==> src/rtl/rx_ethernet_filter.sv <==
`default_nettype none
// ============================================================================
// Module   : rx_ethernet_filter
// Purpose  : GMII receive MAC front end. Parses preamble/SFD, destination
//            MAC, source MAC and EtherType. Accepts unicast-to-self and,
//            optionally, broadcast frames whose EtherType is in TYPE_LIST.
//            Streams the payload with the 4-byte FCS stripped, and reports
//            per-frame status plus saturating frame/drop counters.
// Optional : RX_FCS_CHECK_EN - when defined, a CRC-32 residue check on
//            dst..FCS produces status 1 on a bad FCS. When undefined, no
//            CRC logic is built and status 1 never occurs.
// Ports    : RX_CLK, rst          - clock, synchronous active-high reset
//            mac_addr             - station address
//            RX_DV, RXD, RX_ER    - GMII receive interface
//            rx_payload*          - payload byte stream (valid, sof)
//            rx_chan, rx_mac_src  - matched TYPE_LIST index, source MAC
//            rx_done, rx_status   - end-of-frame pulse and status code
//            rx_irq               - pulse with rx_done on status 0
//            rx_frame_cnt         - good frame counter (saturating)
//            rx_drop_cnt          - bad frame counter (saturating)
// Revision : 1.0 - initial release
// ============================================================================
module rx_ethernet_filter #(
  parameter int                        OCT          = 8,
  parameter int                        NUM_TYPES    = 2,
  parameter logic [NUM_TYPES*16-1:0]   TYPE_LIST    = {16'h0806, 16'h0800},
  parameter bit                        ACCEPT_BCAST = 1'b1,
  parameter int                        MIN_PAYLOAD  = 46,
  parameter int                        MAX_PAYLOAD  = 1500,
  parameter int                        CNT_W        = 16,
  localparam int                       CHAN_W       = (NUM_TYPES > 1) ? $clog2(NUM_TYPES) : 1
) (
  input  logic              RX_CLK,
  input  logic              rst,
  input  logic [47:0]       mac_addr,
  input  logic              RX_DV,
  input  logic [OCT-1:0]    RXD,
  input  logic              RX_ER,
  output logic [OCT-1:0]    rx_payload,
  output logic              rx_payload_valid,
  output logic              rx_payload_sof,
  output logic [CHAN_W-1:0] rx_chan,
  output logic [47:0]       rx_mac_src,
  output logic              rx_done,
  output logic [1:0]        rx_status,
  output logic              rx_irq,
  output logic [CNT_W-1:0]  rx_frame_cnt,
  output logic [CNT_W-1:0]  rx_drop_cnt
);

  localparam logic [10:0] MIN_P = 11'(MIN_PAYLOAD);
  localparam logic [10:0] MAX_P = 11'(MAX_PAYLOAD);

  localparam logic [1:0] ST_OK    = 2'd0;
  localparam logic [1:0] ST_SIZE  = 2'd2;
  localparam logic [1:0] ST_PHY   = 2'd3;
`ifdef RX_FCS_CHECK_EN
  localparam logic [1:0] ST_FCS   = 2'd1;
`endif

  typedef enum logic [3:0] {
    S_IDLE     = 4'd0,
    S_PREAMBLE = 4'd1,
    S_MAC_DST  = 4'd2,
    S_MAC_SRC  = 4'd3,
    S_LEN_TYPE = 4'd4,
    S_PAYLOAD  = 4'd5,
    S_ABORT    = 4'd6,   // stopped with a pending status, waiting for RX_DV low
    S_DONE     = 4'd7,
    S_DISCARD  = 4'd8    // silent drop, waiting for RX_DV low
  } state_t;

  state_t state, state_nx;

  // --------------------------------------------------------------------------
  // Registers
  // --------------------------------------------------------------------------
  logic                     dv_prev;
  logic [2:0]               byte_cnt;     // position within header field
  logic                     ucast_ok;     // dst bytes so far equal mac_addr
  logic                     bcast_ok;     // dst bytes so far all 0xFF
  logic [47:0]              src_shadow;
  logic [OCT-1:0]           type_hi;
  logic [CHAN_W-1:0]        chan_shadow;
  logic [3:0][OCT-1:0]      dline;        // [0] newest, [3] oldest
  logic [2:0]               fill;         // bytes held in dline (0..4)
  logic [10:0]              pcnt;         // payload bytes output
  logic                     aborted;
  logic [1:0]               abort_code;

  // --------------------------------------------------------------------------
  // Combinational helpers
  // --------------------------------------------------------------------------
  logic [7:0]               mac_byte;
  logic                     dst_hit;
  logic                     type_hit;
  logic [CHAN_W-1:0]        type_idx;
  logic                     full;
  logic                     fcs_bad;
  logic [1:0]               status_now;

  logic                     shift_en;
  logic                     emit;
  logic                     abort_go;
  logic [1:0]               abort_code_nx;

  // Destination address byte expected at the current position, MSB first.
  always_comb begin
    mac_byte = mac_addr[7:0];
    case (byte_cnt)
      3'd0:    mac_byte = mac_addr[47:40];
      3'd1:    mac_byte = mac_addr[39:32];
      3'd2:    mac_byte = mac_addr[31:24];
      3'd3:    mac_byte = mac_addr[23:16];
      3'd4:    mac_byte = mac_addr[15:8];
      default: mac_byte = mac_addr[7:0];
    endcase
  end

  // The decision is taken on the 6th byte, so it folds in the live byte.
  assign dst_hit = (ucast_ok && (RXD == mac_byte)) ||
                   (ACCEPT_BCAST && bcast_ok && (RXD == 8'hFF));

  // Descending scan so the lowest matching index is the one that sticks.
  always_comb begin
    type_hit = 1'b0;
    type_idx = '0;
    for (int i = NUM_TYPES - 1; i >= 0; i--) begin
      if (TYPE_LIST[16*i +: 16] == {type_hi, RXD}) begin
        type_hit = 1'b1;
        type_idx = CHAN_W'(i);
      end
    end
  end

  assign full = (fill == 3'd4);

  // --------------------------------------------------------------------------
  // Optional FCS check
  // --------------------------------------------------------------------------
`ifdef RX_FCS_CHECK_EN
  logic [31:0] crc;
  logic [31:0] crc_rev;
  logic        crc_init;
  logic        crc_en;

  function automatic logic [31:0] crc32_byte(input logic [31:0] c, input logic [7:0] d);
    logic [31:0] r;
    r = c;
    for (int i = 0; i < 8; i++) begin
      if (r[0] ^ d[i]) r = (r >> 1) ^ 32'hEDB88320;
      else             r = r >> 1;
    end
    return r;
  endfunction

  // Preset during the preamble so the first dst byte starts from all-ones.
  assign crc_init = (state == S_PREAMBLE);
  assign crc_en   = RX_DV && ((state == S_MAC_DST) || (state == S_MAC_SRC) ||
                              (state == S_LEN_TYPE) || (state == S_PAYLOAD));

  always_ff @(posedge RX_CLK) begin
    if (rst)           crc <= 32'hFFFF_FFFF;
    else if (crc_init) crc <= 32'hFFFF_FFFF;
    else if (crc_en)   crc <= crc32_byte(crc, RXD);
  end

  // The reflected register is bit-reversed relative to the magic residue.
  always_comb begin
    crc_rev = '0;
    for (int i = 0; i < 32; i++) crc_rev[i] = crc[31-i];
  end

  assign fcs_bad = (crc_rev != 32'hC704DD7B);
`else
  assign fcs_bad = 1'b0;
`endif

  // End-of-frame status, highest precedence first. fill < 4 means the frame
  // ended before a full FCS was seen (truncated).
  always_comb begin
    status_now = ST_OK;
    if (aborted)                 status_now = abort_code;
    else if (!full)              status_now = ST_PHY;
    else if (pcnt < MIN_P)       status_now = ST_SIZE;
`ifdef RX_FCS_CHECK_EN
    else if (fcs_bad)            status_now = ST_FCS;
`endif
    else                         status_now = ST_OK;
  end

  // --------------------------------------------------------------------------
  // FSM next state and datapath strobes
  // --------------------------------------------------------------------------
  always_comb begin
    state_nx      = state;
    shift_en      = 1'b0;
    emit          = 1'b0;
    abort_go      = 1'b0;
    abort_code_nx = ST_OK;
    case (state)
      S_IDLE: begin
        if (RX_DV && !dv_prev) state_nx = S_PREAMBLE;
      end
      S_PREAMBLE: begin
        if (!RX_DV)              state_nx = S_IDLE;
        else if (RXD == 8'hD5)   state_nx = S_MAC_DST;
        else if (RXD != 8'h55)   state_nx = S_DISCARD;
      end
      S_MAC_DST: begin
        if (!RX_DV)                 state_nx = S_IDLE;
        else if (RX_ER)             state_nx = S_DISCARD;
        else if (byte_cnt == 3'd5)  state_nx = dst_hit ? S_MAC_SRC : S_DISCARD;
      end
      S_MAC_SRC: begin
        if (!RX_DV)                 state_nx = S_IDLE;
        else if (RX_ER)             state_nx = S_DISCARD;
        else if (byte_cnt == 3'd5)  state_nx = S_LEN_TYPE;
      end
      S_LEN_TYPE: begin
        if (!RX_DV)                 state_nx = S_IDLE;
        else if (RX_ER)             state_nx = S_DISCARD;
        else if (byte_cnt == 3'd1)  state_nx = type_hit ? S_PAYLOAD : S_DISCARD;
      end
      S_PAYLOAD: begin
        if (!RX_DV) begin
          state_nx = S_DONE;
        end else begin
          // The byte due out this cycle still leaves, unless it would be
          // one past the maximum payload length.
          if (full) begin
            if (pcnt == MAX_P) begin
              abort_go      = 1'b1;
              abort_code_nx = ST_SIZE;
              state_nx      = S_ABORT;
            end else begin
              emit = 1'b1;
            end
          end
          // A PHY error outranks a giant.
          if (RX_ER) begin
            abort_go      = 1'b1;
            abort_code_nx = ST_PHY;
            state_nx      = S_ABORT;
          end else begin
            shift_en = 1'b1;
          end
        end
      end
      S_ABORT: begin
        if (!RX_DV) state_nx = S_DONE;
      end
      S_DONE: begin
        state_nx = S_IDLE;
      end
      S_DISCARD: begin
        if (!RX_DV) state_nx = S_IDLE;
      end
      default: state_nx = S_IDLE;
    endcase
  end

  // --------------------------------------------------------------------------
  // State, datapath and output registers
  // --------------------------------------------------------------------------
  always_ff @(posedge RX_CLK) begin
    if (rst) begin
      state            <= S_IDLE;
      dv_prev          <= 1'b0;
      byte_cnt         <= '0;
      ucast_ok         <= 1'b0;
      bcast_ok         <= 1'b0;
      src_shadow       <= '0;
      type_hi          <= '0;
      chan_shadow      <= '0;
      dline            <= '0;
      fill             <= '0;
      pcnt             <= '0;
      aborted          <= 1'b0;
      abort_code       <= '0;
      rx_payload       <= '0;
      rx_payload_valid <= 1'b0;
      rx_payload_sof   <= 1'b0;
      rx_chan          <= '0;
      rx_mac_src       <= '0;
      rx_done          <= 1'b0;
      rx_status        <= '0;
      rx_irq           <= 1'b0;
      rx_frame_cnt     <= '0;
      rx_drop_cnt      <= '0;
    end else begin
      state   <= state_nx;
      dv_prev <= RX_DV;

      // Header byte position restarts whenever the state changes.
      if (state_nx != state) byte_cnt <= '0;
      else                   byte_cnt <= byte_cnt + 3'd1;

      if (state == S_PREAMBLE) begin
        ucast_ok <= 1'b1;
        bcast_ok <= 1'b1;
      end

      if (state == S_MAC_DST && RX_DV) begin
        ucast_ok <= ucast_ok && (RXD == mac_byte);
        bcast_ok <= bcast_ok && (RXD == 8'hFF);
      end

      if (state == S_MAC_SRC && RX_DV) src_shadow <= {src_shadow[39:0], RXD};

      if (state == S_LEN_TYPE && RX_DV) begin
        if (byte_cnt == 3'd0)  type_hi     <= RXD;
        else if (type_hit)     chan_shadow <= type_idx;
      end

      // Per-frame payload bookkeeping is cleared while idle.
      if (state == S_IDLE) begin
        fill    <= '0;
        pcnt    <= '0;
        aborted <= 1'b0;
      end

      if (shift_en) begin
        dline <= {dline[2:0], RXD};
        if (!full) fill <= fill + 3'd1;
      end

      if (emit) pcnt <= pcnt + 11'd1;

      if (abort_go) begin
        aborted    <= 1'b1;
        abort_code <= abort_code_nx;
      end

      rx_payload_valid <= emit;
      rx_payload_sof   <= emit && (pcnt == 11'd0);
      if (emit) rx_payload <= dline[3];
      if (emit && (pcnt == 11'd0)) begin
        rx_chan    <= chan_shadow;
        rx_mac_src <= src_shadow;
      end

      rx_done <= (state == S_DONE);
      rx_irq  <= (state == S_DONE) && (status_now == ST_OK);
      if (state == S_DONE) begin
        rx_status <= status_now;
        if (status_now == ST_OK) begin
          if (~&rx_frame_cnt) rx_frame_cnt <= rx_frame_cnt + CNT_W'(1);
        end else begin
          if (~&rx_drop_cnt)  rx_drop_cnt  <= rx_drop_cnt + CNT_W'(1);
        end
      end
    end
  end

endmodule
`default_nettype wire

==> config.mk <==
export PLATFORM = sky130hd
export DESIGN_NAME = rx_ethernet_filter
export DESIGN_NICKNAME = d
export VERILOG_FILES = /design/src/rtl/rx_ethernet_filter.sv
export SDC_FILE = /design/constraint.sdc
export NUM_CORES = 1
export LEC_CHECK = 0
export ABC_AREA = 1
export ABC_CLOCK_PERIOD_IN_PS = 3400
export BUFFER_PORTS_ARGS = -buffer_cell sky130_fd_sc_hd__buf_2
export CORE_MARGIN = 2
export CORE_UTILIZATION = 55
export DETAILED_ROUTE_END_ITERATION = 10
export PLACE_DENSITY = 0.78
export SLEW_MARGIN = 20
export SYNTH_ARGS = -nofsm -noshare
export SYNTH_HDL_FRONTEND = slang
export SYNTH_SLANG_ARGS = --single-unit
export TNS_END_PERCENT = 30
==> constraint.sdc <==
create_clock -name RX_CLK -period 3.4 [get_ports RX_CLK]
set_clock_uncertainty 0.2 [all_clocks]
set_input_delay 0.34 -clock RX_CLK [delete_from_list [all_inputs] [get_ports RX_CLK]]
set_output_delay 0.34 -clock RX_CLK [all_outputs]
set_load 0.01 [all_outputs]
==> run metrics, run 1 <==
status complete, no violations; row cnt 47; Routed WL 20760 um; initial antenna violation count 0; Slew Limit Fails 0; first-pass detailed-route iteration total 5; Slew headroom 65.02%; Starting Density 55.69%; largest net degree at the start of global routing 98; total track usage a little under a quarter; Clock transition at path regs 0.06 ns; number of nets in the layout between 1000 and 1500; WS Path Type reg -> reg; crit path buf inv count 1; Design Power around 5.1 mW; Layout area overhead 17.57%; power per cell area 473.6 mW/mm^2; syn_nets approximately 1300; Mapped Avg Cell Area 7.633 um^2; cell taking the most area after synthesis dfxtp_1; Worst Hold Slack 0.01327 ns; post-synth top area share 46.23%; Unique masters post-synth 45; sequential area share after synthesis 46.23%; Die Y-Extent 132.9 um; post-synth design cell area between 0.009 and 0.01 mm^2; Vias 8243; Setup crit start kind register; worst slew pin tran approximately 0.52 ns; GRT overflow 0; Setup TNS 0 ns; count of max-cap constraint violations 0; first-pass GRT wire length 34790 um; Peak VDD IR 0.3497 mV; Peak Freq 0.3680 GHz; fin crit share 79.92%; Setup crit end kind register; Avg Vias per Cell 5.284; Crit Path Max Fanout 12; core area approximately 0.016 mm^2; arrival time worst endpoint 2.95 ns; CTS Root Cell clkbuf_16; DP Cell Count around 1500; flops & latches, synth 211; H-tree levels 1; Worst path max stage delay around 0.40 ns; cell count after synthesis ~1200; Syn. warnings 0; layout cells sized above 1 19.78%; CTS tree yes; DRC Markers 0; port bufs 154; hold depth 3; Worst-Skew Late Latency roughly 0.50 ns; Synth top cells by count dfxtp_1, a21oi_1, o21ai_0, inv_1, nand2_1; worst reg-to-reg path cell count 15; I/O pins 155; worst min-delay path class in -> reg; final hold viol count 0; CP dominant cell by count nand2_1; EDFF count, synth 0; initial DRC count 633; Synth area leaders dfxtp_1, a21oi_1, o21ai_0, inv_1, nand2_1; Die ar. 0.01766 mm^2; DP HPWL 14190 um; CP cell instances inv_1 -> ha_1 -> nor2_2 -> nand3_1 -> nand4_1 -> nand2_1 -> nor2_2 -> nand3_2 -> o21bai_4 -> nand2_2 -> nand2_1 -> nand2_1 -> nand2_1 -> nand3_2 -> nor3_2; vias in the first global route 7539; final setup fails 0; setup repair after global routing missed its margin false; antenna-violating nets left 0; Non-Filler Instances 1560; Final Critical Period 2.717 ns; Clock Tree Buf Depth 3; post-CTS sizing 0; drt wl/cell 13.31 um; WP depth 15; Die Width 132.9 um; GPL Wtd Cong 0.9258; Crit path max-delay family simple AND/OR/NAND/NOR gates; Pleak 4.509 nW; async set or reset register ratio after synthesis 0%; critical path required time 3.63 ns; ant diodes 0; Num CTS Buffers 22; CP max-delay cell dfxtp_1; CTS sink cnt 211; main flop type after synthesis dfxtp_1; most common cell in the netlist dfxtp_1
layer usage:
metal / up-vias / share of wire [%] / wire, um / GRT usage, %
met5: - / 0 / 0 / 0
li1: 4266 / - / - / -
met4: 0 / 1.8 / 378 / 6.691
met3: 36 / 6.1 / 1272 / 3.755
met1: 3696 / 47 / 9693 / 31.56
met2: 245 / 45 / 9413 / 37.51
worst min-delay path: stages:
cell	delay [ns]
buf_2	0.13
o21ai_0	0.09
a21oi_1	0.11
sequential cells by signal (all words and copies together), names as in the netlist, 3 cells and up:
register / flops
rx_mac_src: 48
src_shadow: 48
dline: 32
rx_drop_cnt: 16
rx_frame_cnt: 16
pcnt: 11
rx_payload: 8
type_hi: 8
state: 4
byte_cnt: 3
fill: 3
worst paths after layout:
| kind | startpoint | endpoint | slack (ns) |
|---|---|---|---|
| worst max register to register | byte_cnt[0] | byte_cnt[0] | 0.68 |
| worst min register to register | src_shadow[43] | rx_mac_src[43] | 0.24 |
| worst min-delay path | RXD[4] | type_hi[4] | 0.01 |
| worst max-delay path | byte_cnt[0] | byte_cnt[0] | 0.68 |
power by group:
part	leakage, nW	switching, mW	internal (mW)	total (mW)
Clock	0.345	0.937	1.41	2.34
Combinational	2.46	0.169	0.0908	0.259
Sequential	1.70	0.00607	2.48	2.48
final cells by class:
type / count / area, um^2
Clock buffer: 29 / 606.8
Clock inverter: 7 / 102.6
Fill cell: 1471 / 5665
Inverter: 153 / 581.8
Multi-Input combinational cell: 778 / 4080
Sequential cell: 211 / 4224
Tap cell: 220 / 275.3
Timing Repair Buffer: 162 / 870.8
cell families (layout without fill, tap and decap cells):
group                      Yosys count  after routing  share of synthesized area, %
adders and majority gates           11             11                         1.506
DFF                                211            211                         46.23
AOI/OAI and AO/OA                  376            376                         21.72
xor gates and xnor gates             5              5                        0.4793
and+or+nand+nor                    386            386                         20.82
buffers and inverters              208            351                         9.244
placed cells by master, fill, tap and decap left out, types with 4 or more instances in the layout:
cell	instances
nor3_1	24
inv_1	135
xnor2_1	4
nor4_1	10
nand3_1	51
o21ai_0	151
buf_4	4
clkbuf_16	22
nor3b_1	4
nor3_2	7
a211oi_1	7
buf_2	154
a21oi_1	170
clkbuf_1	4
o21ai_1	27
dfxtp_1	211
o21a_1	8
nor2_4	8
inv_2	15
nand3_2	10
nand4_1	23
nand2_1	131
nor2_2	15
nor2_1	91
nand2_2	5
ha_1	11
through the flow:
step                utilization (%)  worst slack (ns)  cell area [um^2]
finish                        65.47            0.6828             10740
global route                  65.47            0.3769             10740
CTS                           65.47            0.6749             10740
detailed placement            61.08            0.7042             10020
global placement              61.08            0.8007             10020
floorplan                         -            0.9861              9136
repair_timing:
item,CTS,global route
setup buffers,0,0
hold buffers,1,0
endpoints found under the hold margin,1,0
Note: power is estimated with default switching activity, not from simulation.
==> run 2, diff against run 1 <==
ABC_CLOCK_PERIOD_IN_PS = 2550   (was 3400)
clock period = 2.55 ns   (was 3.4 ns; I/O delays follow)
==> run metrics, run 2 (same netlist as run 1, synthesis figures left out) <==
drt wl/cell 13.49 um (was 13.31 um); row cnt 47 (unchanged); GPL Wtd Cong 0.9223 (was 0.9258); WS Path Type reg -> reg (unchanged); Setup crit end kind register (unchanged); Starting Density 55.69% (unchanged); Psw 1.523 mW (was 1.112 mW); arrival time worst endpoint 2.82 ns (was 2.95 ns); Finished Core Util 68.42% (was 65.47%); H-tree levels 1 (unchanged); CP startpoint byte_cnt[1] (was byte_cnt[0]); setup repair after global routing missed its margin true (was false); area of the multi-input gates 0.004235 mm^2 (was 0.004080 mm^2); Peak VDD IR 0.4754 mV (was 0.3497 mV); Crit Path Max Fanout 8 (was 12); leading cell type in the layout, fill and taps excluded dfxtp_1 (unchanged); power per cell area 618.1 mW/mm^2 (was 473.6 mW/mm^2); I/O pins 155 (unchanged); ant diodes 0 (unchanged); DP Cell Count 1535 (was 1523); status complete, but fails checks (was complete, no violations); first-pass GRT wire length 34730 um (was 34790 um); Final Critical Period 2.602 ns (was 2.717 ns); Largest regs rx_mac_src (48), src_shadow (48), dline (32) (unchanged); Clock transition at path regs 0.06 ns (about the same); Avg Vias per Cell 5.360 (was 5.284); first-pass detailed-route iteration total 5 (unchanged); Reg area 0.004232 mm^2 (was 0.004224 mm^2); CTS sink cnt 211 (unchanged); initial antenna violation count 0 (unchanged); vias in the first global route 7421 (was 7539); Die Y-Extent 132.9 um (unchanged); CTS tree yes (unchanged); Peak Freq 0.3844 GHz (was 0.3680 GHz); Worst Hold Slack 0.02442 ns (was 0.01327 ns); GRT overflow 0 (unchanged); pre-CTS setup slack -0.2014 ns (was 0.7042 ns); slack of the critical path -0.05160 ns (was 0.6828 ns); Sequential Power Share 47.7% (was 48.8%); largest net degree at the start of global routing 97 (was 98); Num CTS Buffers 22 (unchanged); layout cells sized above 1 22.87% (was 19.78%); Worst-Skew Late Latency 0.50 ns (about the same); Sw Share 21.95% (was 21.86%); DRC Markers 0 (unchanged); worst slew pin tran 0.5193 ns (was 0.5239 ns); count of max-cap constraint violations 0 (unchanged); Routed WL 21490 um (was 20760 um); total track usage 22.91% (was 23.00%); Comb power frac 6.2% (was 5.1%); internal power 5.416 mW (was 3.975 mW); commonest cells after routing, fill and taps aside dfxtp_1, a21oi_1, buf_2 (unchanged); fin crit share 102.0% (was 79.92%); Non-Filler Instances 1593 (was 1560); port bufs 154 (unchanged); worst r2r src byte_cnt[1] (was byte_cnt[0]); DP HPWL 14350 um (was 14190 um); Clock Tree Buf Depth 3 (unchanged); filler instances 1345 (was 1471); final setup fails 2 (was 0); number of nets in the layout 1429 (was 1399); initial DRC count 494 (was 633); flop-to-flop setup slack -0.05 ns (was 0.68 ns); Slew Limit Fails 0 (unchanged); violated checks setup timing; critical path required time 2.77 ns (was 3.63 ns); Pleak 4.701 nW (was 4.509 nW); worst min-delay path class in -> reg (unchanged); critical hold path startpoint RXD[2] (was RXD[4]); core area 0.01641 mm^2 (unchanged); Setup crit start kind register (unchanged); Die ar. 0.01766 mm^2 (unchanged); Slew headroom 65.38% (was 65.02%); Vias 8539 (was 8243); Layout area overhead 22.87% (was 17.57%); final hold viol count 0 (unchanged); Die Width 132.9 um (unchanged); CTS Root Cell clkbuf_16 (unchanged); Clk network pwr share 46.0% (was 46.1%); antenna-violating nets left 0 (unchanged)
-- run 2: cell count changes in the layout (fill, tap and decap cells not counted), moves of 3 or more --
cell           before  now
buf_4               4   20
dlygate4sd3_1       1    8
nand3_1            51   45
ha_1               11    6
ha_4                0    5
buf_12              3    7
nand2_1           131  127
nand2_2             5    9
nand3_2            10   13
nand3_4             2    5
nor3_1             24   21
nor3_2              7   10
-- run 2: final cells by class --
class / instances / share of cell area [%]
Multi-Input combinational cell: 779 / 37.73
Sequential cell: 211 / 37.69
Timing Repair Buffer: 191 / 10.37
Clock buffer: 31 / 5.651
Inverter: 153 / 5.183
Tap cell: 220 / 2.452
Clock inverter: 8 / 0.9251
-- run 2: worst max-delay path, stage by stage (launching register included) --
cell	delay [ns]
dfxtp_4	0.37
ha_4	0.17
ha_4	0.18
nor2_4	0.27
nand3_2	0.12
nand4_1	0.11
nand2_1	0.07
nor2_2	0.11
nand3_2	0.10
o21bai_4	0.19
nand2_2	0.07
nand2_2	0.10
nand2_2	0.08
nand2_2	0.11
nand3_4	0.09
nor3_2	0.17
-- run 2: worst paths after layout --
path | endpoint | cells after the start
hold / removal | type_hi[2] | 3
hold reg to reg | rx_mac_src[47] | 2
setup reg to reg | byte_cnt[0] | 15
setup / recovery | byte_cnt[0] | 15
-- run 2: timing repair --
action	in CTS	in global routing
endpoints found under the hold margin	16	0
setup buffers	0	10
endpoints found under the setup margin	3	9
cloned	0	1
hold buffers	8	0
pin swaps	1	18
gates resized for setup	7	31
-- run 2: routing by layer --
metal | GRT usage [%] | part of all wire [%] | vias to the layer above
li1 | - | - | 4351
met1 | 32.45 | 45 | 3854
met2 | 37.54 | 46 | 290
met3 | 2.874 | 6.6 | 44
met4 | 5.197 | 2.0 | 0
met5 | 0 | 0 | -
-- run 2: power by group through the flow --
stage	Combinational (mW)	Clock, mW	Sequential [mW]
global route	0.471	3.40	3.31
CTS	0.373	3.25	3.31
detailed placement	0.353	0	3.38
finish	0.431	3.20	3.31
global placement	0.347	0	3.38
floorplan	0.231	0	3.38
-- run 2: per-stage QoR --
stage | TNS, ns | power, mW | cell area (um^2)
3_3_place_gp | -0.1119 | 3.731 | 10160
5_1_grt | -0.5379 | 7.180 | 11230
6_report | -0.06019 | 6.939 | 11230
3_5_place_dp | -0.5710 | 3.737 | 10160
4_1_cts | 0 | 6.938 | 11010
2_1_floorplan | 0 | 3.613 | 9136
==> run 3, diff against run 2 <==
CTS_BUF_LIST = sky130_fd_sc_hd__clkbuf_4 sky130_fd_sc_hd__clkbuf_8 sky130_fd_sc_hd__clkbuf_16   (was not set)
==> run metrics, run 3 (same netlist as run 1, synthesis figures left out) <==
ant diodes 0 (unchanged); drt wl/cell 13.48 um (was 13.49 um); violated checks setup timing (unchanged); Die Y-Extent 132.9 um (unchanged); Slew headroom 64.80% (was 65.38%); status complete, but fails checks (unchanged); Sequential Power Share 47.5% (was 47.7%); internal power 5.458 mW (was 5.416 mW); worst min-delay path class in -> reg (unchanged); CTS tree yes (unchanged); Starting Density 55.69% (unchanged); worst hold path endpoint dline[7] (was type_hi[2]); vias in the first global route 7406 (was 7421); critical path required time 2.77 ns (about the same); final hold viol count 0 (unchanged); slack of the critical path -0.05696 ns (was -0.05160 ns); initial DRC count 549 (was 494); Die ar. 0.01766 mm^2 (unchanged); row cnt 47 (unchanged); core area 0.01641 mm^2 (unchanged); antenna-violating nets left 0 (unchanged); crit path buf inv count 0 (unchanged); Routed WL 21480 um (was 21490 um); Non-Filler Instances 1593 (unchanged); total track usage 22.87% (was 22.91%); Crit path max-delay family simple AND/OR/NAND/NOR gates (unchanged); fin crit share 102.2% (was 102.0%); Comb power frac 6.2% (about the same); I/O pins 155 (unchanged); setup repair after global routing missed its margin true (unchanged); worst r2r src byte_cnt[1] (unchanged); Die Width 132.9 um (unchanged); initial antenna violation count 0 (unchanged); Peak Freq 0.3836 GHz (was 0.3844 GHz); Largest regs rx_mac_src (48), src_shadow (48), dline (32) (unchanged); DP HPWL 14350 um (unchanged); CP dominant cell by count nand2_2 (unchanged); worst slew pin tran 0.5272 ns (was 0.5193 ns); Worst-Skew Late Latency 0.50 ns (about the same); Vias 8524 (was 8539); CTS sink cnt 211 (unchanged); Setup crit end kind register (unchanged); critical hold path startpoint RXD[7] (was RXD[2]); Pleak 4.715 nW (was 4.701 nW); Sw Share 21.83% (was 21.95%); layout cells sized above 1 23.16% (was 22.87%); Slew Limit Fails 0 (unchanged); H-tree levels 1 (unchanged); hold depth 3 (unchanged); first-pass GRT wire length 34670 um (was 34730 um); count of max-cap constraint violations 0 (unchanged); CP cell instances ha_4 -> ha_4 -> nor2_4 -> nand3_2 -> nand4_1 -> nand2_1 -> nor2_2 -> nand3_2 -> o21bai_4 -> nand2_2 -> nand2_2 -> nand2_2 -> nand2_2 -> nand3_4 -> nor3_2 (unchanged); Layout area overhead 23.04% (was 22.87%); Clk network pwr share 46.4% (was 46.0%); Final Critical Period 2.607 ns (was 2.602 ns); GRT overflow 0 (unchanged); first-pass detailed-route iteration total 5 (unchanged); GPL Wtd Cong 0.9223 (unchanged); CP max-delay cell dfxtp_4 (unchanged); Clock transition at path regs 0.06 ns (about the same); DRC Markers 0 (unchanged); RR Endpoint byte_cnt[0] (unchanged); power per cell area 621.2 mW/mm^2 (was 618.1 mW/mm^2); WS Path Type reg -> reg (unchanged); commonest cells after routing, fill and taps aside dfxtp_1, a21oi_1, buf_2 (unchanged); Num CTS Buffers 22 (unchanged); flop-to-flop setup slack -0.06 ns (was -0.05 ns); Peak VDD IR 0.4824 mV (was 0.4754 mV); number of nets in the layout 1429 (unchanged); Setup crit start kind register (unchanged); Worst path max stage delay 0.37 ns (about the same); Psw 1.524 mW (was 1.523 mW); largest net degree at the start of global routing 97 (unchanged); Avg Vias per Cell 5.351 (was 5.360); final setup fails 2 (unchanged); CTS Root Cell clkbuf_16 (unchanged); port bufs 154 (unchanged); leading cell type in the layout, fill and taps excluded dfxtp_1 (unchanged); DP Cell Count 1535 (unchanged); arrival time worst endpoint 2.82 ns (about the same); Crit Path Max Fanout 8 (unchanged); Finished Core Util 68.51% (was 68.42%); worst reg-to-reg path cell count 15 (unchanged); Clock Tree Buf Depth 3 (unchanged)
run 3: cell types whose count changed in the layout (fill, tap and decap cells not counted):
cell | previous run | this run
clkbuf_1 | 4 | 0
clkbuf_4 | 0 | 4
run 3: worst max path at each step:
| stage | to | start | depth (start not counted) | slack, ns |
|---|---|---|---|---|
| after floorplan | byte_cnt[0] | byte_cnt[2] | 15 | 0.14 |
| after global placement | byte_cnt[0] | byte_cnt[0] | 13 | -0.04 |
| after detailed placement | byte_cnt[1] | byte_cnt[0] | 15 | -0.20 |
| after CTS | byte_cnt[0] | byte_cnt[0] | 16 | 0.02 |
| after global routing | byte_cnt[0] | byte_cnt[0] | 18 | -0.23 |
| final | byte_cnt[0] | byte_cnt[1] | 15 | -0.06 |
run 3: stage by stage:
stage / worst slack, ns / TNS (ns) / instance area, um^2 / power [mW] / hold slack (ns)
global route: -0.2299 / -0.5369 / 11240 / 7.224 / 0.02188
floorplan: 0.1361 / 0 / 9136 / 3.613 / 0.1497
global placement: -0.03814 / -0.1119 / 10160 / 3.731 / 0.2271
finish: -0.05696 / -0.06831 / 11240 / 6.982 / 0.02223
detailed placement: -0.2014 / -0.5710 / 10160 / 3.737 / 0.2334
CTS: 0.01748 / 0 / 11020 / 6.982 / 0.001281
run 3: worst register-to-register path: cells and delay by family, from the launching register on:
family / cells / cell delay, ns
DFF: 1 / 0.37
adders and majority gates: 2 / 0.35
and+or+nand+nor: 12 / 1.40
AOI/OAI and AO/OA: 1 / 0.19
run 3: area by class of cell:
type,count,area (um^2)
inverter,153,581.8
multi-input combinational,779,4235
clock buffer,31,649.4
tap,220,275.3
fill,1342,5166
clock inverter,8,103.9
sequential,211,4232
timing repair buffer,191,1164
run 3: power by group through the flow:
| stage | Combinational (mW) | Clock, mW | Sequential [mW] |
|---|---|---|---|
| detailed placement | 0.353 | 0 | 3.38 |
| global route | 0.471 | 3.44 | 3.31 |
| floorplan | 0.231 | 0 | 3.38 |
| CTS | 0.373 | 3.30 | 3.31 |
| finish | 0.431 | 3.24 | 3.31 |
| global placement | 0.347 | 0 | 3.38 |
run 3: timing repair:
item / CTS / global route
gates resized for setup: 7 / 31
endpoints found under the setup margin: 3 / 9
gates cloned: 0 / 1
hold buffers: 8 / 0
endpoints found under the hold margin: 16 / 0
buffers inserted: 0 / 10
pin swaps: 1 / 18
run 3: metal layers:
metal	up-vias	global-route usage (%)	routed length [um]
li1	4353	-	-
met1	3850	32.52	9862
met2	279	37.28	9838
met3	42	2.874	1388
met4	0	5.197	392
met5	-	0	0
